$ cat src/rtl/pipeline_ctrl_pkg.sv
// Shared pipeline definitions: controller state encoding and default register-index width,
// used by the controller and by the pipeline registers it drives.
package pipeline_ctrl_pkg;

  localparam int DEFAULT_REG_INDEX_BIT_WIDTH = 4;

  typedef enum logic [1:0] {
    RUN        = 2'd0,
    LOAD_STALL = 2'd1,
    MEM_WAIT   = 2'd2,
    FLUSH      = 2'd3
  } ctrl_state_e;

endpackage

$ cat src/rtl/pipeline_ctrl_sat_counter.sv
// Saturating up-counter with synchronous clear; holds at all-ones instead of wrapping.
module sat_counter #(
  parameter int CNT_BITS = 16
) (
  input  logic                clk,
  input  logic                clear,
  input  logic                inc,
  output logic [CNT_BITS-1:0] count
);

  logic [CNT_BITS-1:0] count_r;

  // count up on inc until all-ones, clear has priority
  always_ff @(posedge clk) begin
    if (clear) begin
      count_r <= '0;
    end else if (inc && (count_r != {CNT_BITS{1'b1}})) begin
      count_r <= count_r + CNT_BITS'(1);
    end else begin
      count_r <= count_r;
    end
  end

  assign count = count_r;

endmodule

$ cat src/rtl/pipeline_ctrl.sv
// Pipeline hazard controller: memory freeze, mispredict flush and load-use bubble insertion,
// with a sticky memory-timeout flag and saturating stall/flush performance counters.
module pipeline_ctrl
  import pipeline_ctrl_pkg::*;
#(
  parameter int REG_INDEX_BIT_WIDTH = DEFAULT_REG_INDEX_BIT_WIDTH,
  parameter int MAX_WAIT            = 15,
  parameter int CNT_BITS            = 16
) (
  input  logic                           clk,
  input  logic                           reset,
  input  logic [REG_INDEX_BIT_WIDTH-1:0] DEC_rs1,
  input  logic [REG_INDEX_BIT_WIDTH-1:0] DEC_rs2,
  input  logic                           DEC_useRs1,
  input  logic                           DEC_useRs2,
  input  logic [REG_INDEX_BIT_WIDTH-1:0] EX_rd,
  input  logic                           EX_wrReg,
  input  logic                           EX_isLoad,
  input  logic                           EX_mispredict,
  input  logic                           MEM_busy,
  output logic                           PC_wrt_en,
  output logic                           IF_wrt_en,
  output logic                           DEC_wrt_en,
  output logic                           IF_flush,
  output logic                           DEC_flush,
  output logic                           mem_timeout,
  output logic [CNT_BITS-1:0]            stall_cnt,
  output logic [CNT_BITS-1:0]            flush_cnt
);

  localparam int WAIT_BITS = $clog2(MAX_WAIT + 1);

  ctrl_state_e          state_r;
  ctrl_state_e          state_next_s;
  logic [WAIT_BITS-1:0] wait_cnt_r;
  logic                 mem_timeout_r;
  logic                 hazard_s;
  logic                 hazard_masked_s;
  logic                 pc_en_s, if_en_s, dec_en_s;
  logic                 if_flush_s, dec_flush_s;
  logic                 flush_inc_s;
  logic                 stall_inc_s;

  assign hazard_s = EX_isLoad & EX_wrReg & (EX_rd != '0) &
                    ((DEC_useRs1 & (DEC_rs1 == EX_rd)) | (DEC_useRs2 & (DEC_rs2 == EX_rd)));

  // the cycle after a bubble or flush the decode slot is already cleared, so ignore hazards
  assign hazard_masked_s = (state_r == LOAD_STALL) || (state_r == FLUSH);

  // control outputs and next state, prioritised freeze > flush > bubble > run
  always_comb begin
    pc_en_s      = 1'b1;
    if_en_s      = 1'b1;
    dec_en_s     = 1'b1;
    if_flush_s   = 1'b0;
    dec_flush_s  = 1'b0;
    flush_inc_s  = 1'b0;
    state_next_s = RUN;
    if (reset) begin
      pc_en_s     = 1'b0;
      if_en_s     = 1'b0;
      dec_en_s    = 1'b0;
      if_flush_s  = 1'b1;
      dec_flush_s = 1'b1;
    end else if (MEM_busy) begin
      // EX is frozen, so a pending mispredict stays visible until the freeze ends
      pc_en_s      = 1'b0;
      if_en_s      = 1'b0;
      dec_en_s     = 1'b0;
      state_next_s = MEM_WAIT;
    end else if (EX_mispredict) begin
      if_flush_s   = 1'b1;
      dec_flush_s  = 1'b1;
      flush_inc_s  = 1'b1;
      state_next_s = FLUSH;
    end else if (hazard_s && !hazard_masked_s) begin
      pc_en_s      = 1'b0;
      if_en_s      = 1'b0;
      dec_flush_s  = 1'b1;
      state_next_s = LOAD_STALL;
    end else begin
      state_next_s = RUN;
    end
  end

  // state, wait counter and sticky timeout flag
  always_ff @(posedge clk) begin
    if (reset) begin
      state_r       <= RUN;
      wait_cnt_r    <= '0;
      mem_timeout_r <= 1'b0;
    end else begin
      state_r <= state_next_s;
      if (MEM_busy) begin
        if (wait_cnt_r != WAIT_BITS'(MAX_WAIT)) begin
          wait_cnt_r <= wait_cnt_r + WAIT_BITS'(1);
        end else begin
          wait_cnt_r <= wait_cnt_r;
        end
        if (wait_cnt_r >= WAIT_BITS'(MAX_WAIT - 1)) begin
          mem_timeout_r <= 1'b1;
        end else begin
          mem_timeout_r <= mem_timeout_r;
        end
      end else begin
        wait_cnt_r    <= '0;
        mem_timeout_r <= mem_timeout_r;
      end
    end
  end

  assign stall_inc_s = ~pc_en_s & ~reset;

  sat_counter #(.CNT_BITS(CNT_BITS)) u_stall_cnt (
    .clk   (clk),
    .clear (reset),
    .inc   (stall_inc_s),
    .count (stall_cnt)
  );

  sat_counter #(.CNT_BITS(CNT_BITS)) u_flush_cnt (
    .clk   (clk),
    .clear (reset),
    .inc   (flush_inc_s),
    .count (flush_cnt)
  );

  assign PC_wrt_en   = pc_en_s;
  assign IF_wrt_en   = if_en_s;
  assign DEC_wrt_en  = dec_en_s;
  assign IF_flush    = if_flush_s;
  assign DEC_flush   = dec_flush_s;
  assign mem_timeout = mem_timeout_r;

endmodule

$ cat config.mk
export PLATFORM = sky130hd
export DESIGN_NAME = pipeline_ctrl
export DESIGN_NICKNAME = d
export VERILOG_FILES = /design/src/rtl/pipeline_ctrl_pkg.sv /design/src/rtl/pipeline_ctrl_sat_counter.sv /design/src/rtl/pipeline_ctrl.sv
export SDC_FILE = /design/constraint.sdc
export NUM_CORES = 1
export LEC_CHECK = 0
export CAP_MARGIN = 20
export CORE_MARGIN = 5
export CORE_UTILIZATION = 40
export CTS_BUF_LIST = sky130_fd_sc_hd__clkbuf_8
export DETAILED_ROUTE_END_ITERATION = 6
export GPL_ROUTABILITY_DRIVEN = 0
export PLACE_DENSITY = 0.68
export SLEW_MARGIN = 20
export SYNTH_ARGS = -nofsm -noshare
export SYNTH_HDL_FRONTEND = slang
export SYNTH_HIERARCHICAL = 1
export SYNTH_SLANG_ARGS = --single-unit
$ cat constraint.sdc
create_clock -name clk -period 3.13 [get_ports clk]
set_input_delay 0.939 -clock clk [delete_from_list [all_inputs] [get_ports clk]]
set_output_delay 0.939 -clock clk [all_outputs]
set_load 0.03 [all_outputs]
==> run metrics, run 1 <==
Synth Instances=250; Initial DRC Count=between 100 and 150; antenna violations before repair=0; routed via count=around 2100; power per cell area=roughly 370 mW/mm²; Clock Latency Late Sink=just under 0.3 ns; CTS tree=yes; dpl ws=-0.276 ns; dpl cells=between 300 and 400; global-route wire length before repair=8.82 mm; IO Port Bufs=between 50 and 60; critical path depth=5; Post-DRT Antenna Nets=0; Net Count, Synth=between 200 and 300; IO Pins=58; Hold Path Stages=2; DR WL/cell=around 14 µm; Async S/R FF share, synth=0; Min Clock Period, post-route=~3.0 ns; Critical Path Start Type=input pin; Pins Over Slew Limit=0; YS warnings=6; CP Max Fanout=6; filler cell count=between 400 and 500; TritonCTS Buffers=5; CP required=2.19 ns; skew final=0.00698 ns; Starting Density=0.414; area of the multi-input gates=around 0.0013 mm²; final hold slack=0.462 ns; vias in the first global route=roughly 1900; largest net degree at the start of global routing=27; # setup viols final=0; register area=approximately 760 µm²; DIE AREA=roughly 0.007 mm²; post-synthesis sequential area ratio=0.360; Fin. Hold Viols=0; drt total wl=5.45 mm; worst stage delay on the critical path=roughly 0.58 ns; Pwr Total=~1.1 mW; die height=a little over 80 µm; fin crit share=0.973; root buf cell=clkbuf_8; slew margin rel.=0.460; placed wire-length estimate=3.97 mm; die width=just over 80 µm; Critical Path AT=between 2 and 2.5 ns; core box area=between 0.005 and 0.006 mm²; worst hold path class=reg -> reg; worst vdd ir=0.000212 V; Max Root-Sink Buffers=2; outcome=complete, no violations; Synth Cell Area=~0.0021 mm²; Antenna diodes=0; CTS Hold Bufs=0; vias per inst=~5.5; Max Freq=~330 MHz; synthesis-to-finish area growth=41.3%; Least-Margin Pin Slew=approximately 0.8 ns; H-Tree Depth=2; Site Rows=26; nets=roughly 340; number of synthesized flops with an enable pin=0; Final Util=0.584; Netlist cell types=42; Synth Flop Type=dfxtp_1; total grt overflow=0; leakage power=between 1 and 1.5 nW; crit-path cells=clkdlybuf4s50_1 > inv_1 > a21o_1 > o21bai_1 > buf_4; worst setup margin=roughly 0.083 ns; FF+latch count, synth=38; family with the most delay on the worst path=buffers and inverters; Max Cap Violations=0; Reg2Reg Depth=5; Buf/Inv on CP=3; clock transition at the registers of the reported paths=approximately 0.080 ns; Slowest-stage cell, CP=clkdlybuf4s50_1; drt drc=0; RSZ-0062 raised after global routing=false; synthesized area per cell=around 8.4 µm²; share of layout cells above drive strength 1=0.140; CP endpoint kind=output pin; # clock sinks=38; GR Util All Layers=0.166; Setup CP Type=in -> out; first drt pass iteration count=4; Final Non-Filler Cells=between 300 and 400
==> layout make-up <==
type                    instances  share of cell area
multi-input cells             193               0.434
flip-flops and latches         38               0.255
repair buffers                 72               0.221
well taps                      70              0.0294
clock buffers                   6              0.0277
clock inverters                 2              0.0201
inverters                      10              0.0126
==> path summary, 6_finish.rpt <==
check             slack [ns]                    end                  from
hold / removal          0.46            mem_timeout           mem_timeout
hold reg to reg         0.46            mem_timeout           mem_timeout
setup reg to reg        1.08  u_flush_cnt/count[11]  u_flush_cnt/count[0]
setup / recovery        0.08              DEC_flush              MEM_busy
==> synthesized netlist by cell type (all sizes together), types with 2 or more instances <==
cell type | number | share of area
o311ai | 2 | 0.0083
or3 | 6 | 0.018
inv | 10 | 0.018
mux2 | 2 | 0.011
ha | 4 | 0.024
dfxtp | 38 | 0.36
nor2 | 18 | 0.032
xor2 | 6 | 0.025
nand3 | 14 | 0.033
nor3 | 11 | 0.026
nor2b | 4 | 0.012
and4 | 6 | 0.025
nand4 | 8 | 0.038
mux2i | 2 | 0.0095
or4 | 14 | 0.050
clkbuf | 4 | 0.0071
buf | 5 | 0.012
xnor2 | 7 | 0.029
a211oi | 2 | 0.0071
nand3b | 2 | 0.0071
o41ai | 2 | 0.0083
o21a | 3 | 0.011
o21ai | 9 | 0.021
nor4bb | 2 | 0.0095
nand2 | 18 | 0.034
a21oi | 22 | 0.052
nor4 | 9 | 0.044
o31ai | 12 | 0.043
and3 | 2 | 0.0059
==> per-layer routing <==
| metal | part of all wire | vias up | track usage |
|---|---|---|---|
| li1 | - | 1092 | - |
| met1 | 0.45 | 994 | 0.213 |
| met2 | 0.49 | 50 | 0.269 |
| met3 | 0.054 | 2 | 0.0456 |
| met4 | 0.0050 | 0 | 0.0539 |
| met5 | 0 | - | 0 |
==> logic make-up (layout without fill, tap and decap cells) <==
logic type	Yosys count	in the layout	synth area share
AOI/OAI and AO/OA	57	57	0.168
xor gates and xnor gates	13	13	0.0539
adders and majority gates	4	4	0.0237
buffers and inverters	19	90	0.0367
DFF	38	38	0.360
muxes	4	4	0.0201
and+or+nand+nor	115	115	0.337
==> stage by stage <==
stage | TNS, ns | area [µm²]
2_1_floorplan | 0 | 2110
3_3_place_gp | -1.88 | 2820
5_1_grt | 0 | 2980
4_1_cts | 0 | 2980
3_5_place_dp | -3.28 | 2820
6_report | 0 | 2980
==> placed cells by master (no fill, tap or decap), types with 7 or more instances in the layout <==
cell and instances:
nand2_1 16, a21oi_1 22, dfxtp_1 38, inv_1 10
clkdlybuf4s50_1 38, buf_4 18, nand3_1 14, o21ai_0 8
nor2_1 18, or4_1 14, xnor2_1 7, nor3_1 10
o31ai_1 12
==> where the power goes <==
part | leakage, nW | internal [mW] | switching, mW
Combinational | 0.662 | 0.0406 | 0.0458
Clock | 0.0714 | 0.340 | 0.179
Sequential | 0.307 | 0.486 | 0.00446
Total | 1.04 | 0.867 | 0.229
==> worst reg2reg max path: cells and delay by family (launching register included) <==
kind	cells	cell delay, ns
fa+ha+maj	1	0.28
simple gates	3	0.94
flops	1	0.42
mux	1	0.31
==> flip-flops by register name (all words and copies together) (netlist names) <==
name               flops
mem_timeout            1
state_r                1
u_flush_cnt/count     16
u_stall_cnt/count     16
wait_cnt_r             4
==> timing repair <==
action                                  CTS  global route
hold endpoints to repair                  0             0
resized for setup                        22             9
pin swaps                                 8             4
buffers inserted                          1             0
endpoints found under the setup margin    3             4
Power figures use the tool's default switching activity.
==> inputs of run 2 (changes only) <==
--- a/config.mk
+++ b/config.mk
@@ -11,9 +11,8 @@
 export CTS_BUF_LIST = sky130_fd_sc_hd__clkbuf_8
 export DETAILED_ROUTE_END_ITERATION = 6
 export GPL_ROUTABILITY_DRIVEN = 0
-export PLACE_DENSITY = 0.68
-export SLEW_MARGIN = 20
+export PLACE_DENSITY = 0.7
+export SLEW_MARGIN = 40
 export SYNTH_ARGS = -nofsm -noshare
 export SYNTH_HDL_FRONTEND = slang
-export SYNTH_HIERARCHICAL = 1
 export SYNTH_SLANG_ARGS = --single-unit
==> run 2 against run 1 <==
Effect of this change:
- power is 11% lower
- sequential cell count stayed put
- largest cell class unchanged
- via count is 11% lower
==> run metrics, run 2 <==
reg2reg end=state_r[0]; Max Freq=323 MHz (-1.7%); reg2reg start=state_r[0]; top cells by area, synth=dfxtp_1 (39%), xor2_1 (5.8%), nor2_1 (5.6%); post-synth top area share=0.390 (+0.0298); Top Metal Used=met4; clock transition at the registers of the reported paths=0.07 ns (about the same); compound-cell area share of the yosys netlist=0.138 (-0.0303); worst vdd ir=0.000191 V (-9.6%); Post-synth top cells=dfxtp_1 (38), nor2_1 (29), nand3_1 (17); Synth Area in Simple Gates=0.267 (-0.0702); worst setup margin=0.0308 ns (-0.0522 ns); IO Port Bufs=57 (unchanged); worst hold path class=reg -> reg; slew margin rel.=0.637 (+0.177); outcome=complete, no violations; fin crit share=0.990 (+0.0167); global-route wire length before repair=8.31 mm (-5.8%); CP Max Fanout=3 (-3); leakage power=1.08 nW (+3.9%); most frequent cells in the layout=dfxtp_1 (38), clkdlybuf4s50_1 (36), nor2_1 (28); Reg2Reg Depth=17 (+12); Critical path origin=EX_rd[3]; # clock sinks=38 (unchanged); Antenna diodes=0 (unchanged); post-synthesis mux area share=0.0269 (+0.00680); GR Util All Layers=0.163 (-0.00298); Critical Path AT=2.16 ns (+0.05 ns); number of synthesized flops with an enable pin=0 (unchanged); Gate power share=0.138 (+0.059); root buf cell=clkbuf_8; met3 wire len=313 µm (+6.1%); Setup CP Type=in -> out; drt drc=0 (unchanged); Async S/R FF share, synth=0 (unchanged); Clock Latency Late Sink=0.29 ns (about the same); main combinational cell family by area after synthesis=simple AND/OR/NAND/NOR gates; vias per inst=5.06 (-7.5%); TritonCTS Buffers=5 (unchanged); skew final=0.00614 ns (-0.000845 ns); final hold slack=0.453 ns (-0.00895 ns); routed via count=1911 (-11%); most common cell in the netlist=dfxtp_1; die width=79.8 µm (-3.4%); antenna violations before repair=0 (unchanged); power per cell area=334 mW/mm² (-9.1%); total grt overflow=0 (unchanged); wl on met1=2.34 mm (-5.2%); Synth Cell Area=0.00195 mm² (-7.6%); sequential power share=0.504 (+0.056); die height=79.8 µm (-3.4%); CP required=2.19 ns (about the same); FF+latch count, synth=38 (unchanged); Max Root-Sink Buffers=2 (unchanged); H-Tree Depth=2 (unchanged); synthesized area per cell=8.52 µm² (+0.83%); post-synthesis sequential area ratio=0.390 (+0.0298); Netlist cell types=48 (+14%); Net Count, Synth=253 (-7.7%); DR WL/cell=13.5 µm (-3.6%); Clk pwr share=0.358 (-0.116); leading cell type in the layout, fill and taps excluded=dfxtp_1; R2R setup slack=0.53 ns (-0.55 ns); nets=334 (-2.9%); Post-DRT Antenna Nets=0 (unchanged); CP endpoint kind=output pin; Synth Flop Type=dfxtp_1; DIE AREA=0.00637 mm² (-6.7%); Site Rows=25 (-3.8%); first drt pass iteration count=4 (unchanged); Critical Path Start Type=input pin; P_int=732 µW (-16%); Initial DRC Count=93 (-36%); largest net degree at the start of global routing=19 (-30%); # setup viols final=0 (unchanged); Min Clock Period, post-route=3.10 ns (+0.0522 ns); Net Sw Frac=0.248 (+0.0386); Final Util=0.617 (+0.0324); CP endpoint=DEC_flush; Pins Over Slew Limit=0 (unchanged); synthesis-to-finish area growth=49.3%; Least-Margin Pin Slew=0.540 ns (-0.263 ns); Yosys top cell by area=dfxtp_1; dpl ws=-0.323 ns (-0.0472 ns); YS warnings=0 (-6); post-synthesis xor/xnor area fraction=0.108 (+0.0539); vias in the first global route=1870 (-2.0%); post-route setup TNS=0 ns (unchanged); Max Cap Violations=0 (unchanged); CTS tree=yes; share of layout cells above drive strength 1=0.212 (+0.0720); adder-cell share of the synthesized area=0.0257 (+0.00196); drt total wl=5.09 mm (-6.8%); Synth Instances=229 (-8.4%); total net switching power=241 µW (+5.1%); IO Pins=58 (unchanged); core box area=0.00472 mm² (-7.5%); Fin. Hold Viols=0 (unchanged); Starting Density=0.413 (-0.000543); placed wire-length estimate=3.58 mm (-9.9%); routed wire length on met2=2.40 mm (-9.7%); RSZ-0062 raised after global routing=true
## run 2: cell count changes after synthesis, moves of 5 or more
cell / delta
a21oi_1: -13
or4_1: -13
nor2_1: +11
o31ai_1: -10
nor3_1: -7
xor2_1: +7
o21ai_1: +6
o21ai_0: -5
## run 2: worst max-delay path, cell delays in order
cell and delay [ns]:
buf_6 0.09, or4_4 0.52, nand4_1 0.15, o22ai_4 0.11, nor2_2 0.10, o21ai_1 0.06
buf_4 0.17
## run 2: routing by layer
metal | track usage | vias up
li1 | - | 970
met1 | 0.207 | 874
met2 | 0.273 | 62
met3 | 0.0485 | 5
met4 | 0.0355 | 0
met5 | 0 | -
## run 2: timing repair
action / 4_1_cts / 5_1_grt
gates resized for setup: 33 / 20
pin swaps: 16 / 13
endpoints found under the hold margin: 0 / 0
setup endpoints to repair: 3 / 4
buffers inserted: 11 / 0
hold buffers: 0 / 0
## run 2: worst min path at each step
stage                  startpoint  slack [ns]  depth (start not counted)       endpoint
floorplan           wait_cnt_r[2]        0.46                          1  wait_cnt_r[2]
global placement      mem_timeout        0.43                          2    mem_timeout
detailed placement    mem_timeout        0.44                          2    mem_timeout
CTS                   mem_timeout        0.45                          2    mem_timeout
global route          mem_timeout        0.46                          2    mem_timeout
finish                mem_timeout        0.45                          2    mem_timeout
## run 2: final cells by class
type	instances	area [µm²]
repair buffers	83	753
flip-flops and latches	38	761
fillers	402	1810
well taps	67	83.8
clock buffers	6	82.6
inverters	9	33.8
clock inverters	2	8.76
multi-input cells	173	1190
## run 2: logic make-up after synthesis
| family | Yosys count |
|---|---|
| compound gates | 38 |
| xor+xnor | 24 |
| fa+ha+maj | 4 |
| buf+inv | 18 |
| flops | 38 |
| mux | 5 |
| simple gates | 102 |
## run 2: power groups by stage
stage               clock network (mW)  logic, mW  registers, mW
floorplan                            0     0.0535          0.505
global placement                     0      0.112          0.502
detailed placement                   0      0.112          0.502
CTS                              0.358      0.123          0.491
global route                     0.379      0.144          0.491
finish                           0.348      0.134          0.491
## run 2: through the flow
step	cell area (µm²)	std cells	power [mW]
finish	2910	378	0.973
global route	2910	378	1.01
CTS	2860	378	0.972
detailed placement	2680	359	0.614
global placement	2680	359	0.613
floorplan	1960	229	0.558
==> inputs of run 3 (changes only) <==
--- a/config.mk
+++ b/config.mk
@@ -8,7 +8,7 @@
 export CAP_MARGIN = 20
 export CORE_MARGIN = 5
 export CORE_UTILIZATION = 40
-export CTS_BUF_LIST = sky130_fd_sc_hd__clkbuf_8
+export CTS_BUF_LIST = sky130_fd_sc_hd__clkbuf_4
 export DETAILED_ROUTE_END_ITERATION = 6
 export GPL_ROUTABILITY_DRIVEN = 0
 export PLACE_DENSITY = 0.7
==> run 3 against run 2 <==
Effect of this change:
- the run now ends with setup timing left
- final area is 2.9% lower
- power shrank 11%
- die area is the same
- sequential power hardly changed
- register-to-register slack got worse by 0.05 ns
- combinational power decreased by 7%
- critical path type unchanged
==> run metrics, run 3 (synthesized netlist as in run 2, its figures left out) <==
GR Util All Layers=0.160 (-0.00311); worst vdd ir=0.000148 V (-23%); Post-DRT Antenna Nets=0 (unchanged); post-route setup TNS=-0.00183 ns (-0.00183 ns); Fin. Hold Viols=0 (unchanged); final hold slack=0.458 ns (+0.00440 ns); Hold Path Origin=mem_timeout; IO Pins=58 (unchanged); Critical Path Start Type=input pin; Hold Path Stages=2 (unchanged); CP Max Fanout=3 (unchanged); Initial DRC Count=128 (+38%); worst hold path class=reg -> reg; Reg2Reg Depth=17 (unchanged); die height=79.8 µm (unchanged); Final Non-Filler Cells=378 (unchanged); Least-Margin Pin Slew=0.552 ns (+0.0115 ns); Max Freq=319 MHz (-1.0%); first drt pass iteration count=4 (unchanged); Critical Path AT=2.19 ns (+0.03 ns); synthesis-to-finish area growth=45.0%; # setup viols final=1 (+1); DR WL/cell=13.2 µm (-2.0%); power per cell area=306 mW/mm² (-8.3%); reg2reg start=state_r[0]; Site Rows=25 (unchanged); hold worst-path end=mem_timeout; die width=79.8 µm (unchanged); R2R setup slack=0.48 ns (-0.05 ns); slew margin rel.=0.629 (-0.00773); Clock Latency Late Sink=0.34 ns (+0.05 ns); Max Root-Sink Buffers=2 (unchanged); IO Port Bufs=57 (unchanged); Min Clock Period, post-route=3.13 ns (+0.0327 ns); share of layout cells above drive strength 1=0.186 (-0.0257); skew final=0.00634 ns (+0.000201 ns); TritonCTS Buffers=5 (unchanged); DIE AREA=0.00637 mm² (unchanged); CTS Hold Bufs=0 (unchanged); leading cell type in the layout, fill and taps excluded=dfxtp_1; most frequent cells in the layout=dfxtp_1 (38), clkdlybuf4s50_1 (37), nor2_1 (28), buf_4 (28), nand3_1 (17); clock transition at the registers of the reported paths=0.10 ns (+0.03 ns); global-route wire length before repair=8.20 mm (-1.3%); worst setup margin=-0.00183 ns (-0.0327 ns); total grt overflow=0 (unchanged); antenna violations before repair=0 (unchanged); root buf cell=clkbuf_4; Pins Over Slew Limit=0 (unchanged); drt drc=0 (unchanged); dpl ws=-0.323 ns (unchanged); Final Util=0.599 (-0.0180); leakage power=1.03 nW (-4.7%); Starting Density=0.413 (unchanged); CP required=2.19 ns (about the same); outcome=finished, violations left; dpl cells=359 (unchanged); vias per inst=5.06 (about the same); placed wire-length estimate=3.58 mm (unchanged); fin crit share=1.00 (+0.0104); largest net degree at the start of global routing=19 (unchanged); reg2reg end=state_r[0]; Setup CP Type=in -> out; H-Tree Depth=2 (unchanged); drt total wl=4.98 mm (-2.0%); vias in the first global route=1849 (-1.1%); RSZ-0062 raised after global routing=true; # clock sinks=38 (unchanged); Antenna diodes=0 (unchanged); core box area=0.00472 mm² (unchanged); nets=334 (unchanged); routed via count=1912 (+0.052%); Max Cap Violations=0 (unchanged); failing checks=setup timing; Pwr Total=866 µW (-11%); CTS tree=yes; CP endpoint kind=output pin; post-route cell area=0.00283 mm² (-2.9%); placed inst area=0.00268 mm² (unchanged)
==> run 3: cell types whose count changed in the layout (fill, tap and decap cells not counted), sizes merged <==
cell	delta
inv	-1
clkdlybuf4s50	+1
clkbuf	-3
dlymetal6s2s	-1
clkinv	+1
dlygate4sd2	+5
clkdlybuf4s15	-2
==> run 3: timing repair <==
| item | CTS | global route |
|---|---|---|
| gates cloned | 0 | 0 |
| setup buffers | 11 | 0 |
| pin swaps | 15 | 6 |
| setup endpoints to repair | 3 | 4 |
| endpoints found under the hold margin | 0 | 0 |
| resized for setup | 29 | 7 |
==> run 3: final cells by class <==
type | count | area, µm²
flip-flops and latches | 38 | 761
inverters | 9 | 33.8
well taps | 67 | 83.8
multi-input cells | 173 | 1140
clock inverters | 2 | 8.76
repair buffers | 83 | 752
fillers | 409 | 1900
clock buffers | 6 | 45.0
==> run 3: report_power, final <==
| part | internal, mW | total, mW | switching, mW |
|---|---|---|---|
| logic | 0.0655 | 0.125 | 0.0594 |
| clock network | 0.0932 | 0.250 | 0.157 |
| registers | 0.487 | 0.491 | 0.00407 |
==> run 3: worst max-delay path, cell delays in order <==
cell	delay, ns
buf_6	0.09
or4_4	0.53
nand4_1	0.17
o22ai_4	0.12
nor2_2	0.10
o21ai_1	0.06
buf_4	0.17
==> run 3: routing by layer <==
layer | share of wire | global-route usage
met5 | 0 | 0
met4 | 0.0074 | 0.0372
met3 | 0.064 | 0.0429
met2 | 0.46 | 0.268
met1 | 0.46 | 0.205
==> run 3: how the worst max path moves through the flow <==
stage                            end  slack, ns        from
after floorplan            PC_wrt_en     -0.008    EX_rd[0]
after global placement     DEC_flush      -0.31    EX_rd[0]
after detailed placement   DEC_flush      -0.32    EX_rd[0]
after CTS                  DEC_flush      0.003    EX_rd[2]
after global routing      state_r[0]      -0.04  DEC_rs1[1]
final                      DEC_flush     -0.002    EX_rd[1]
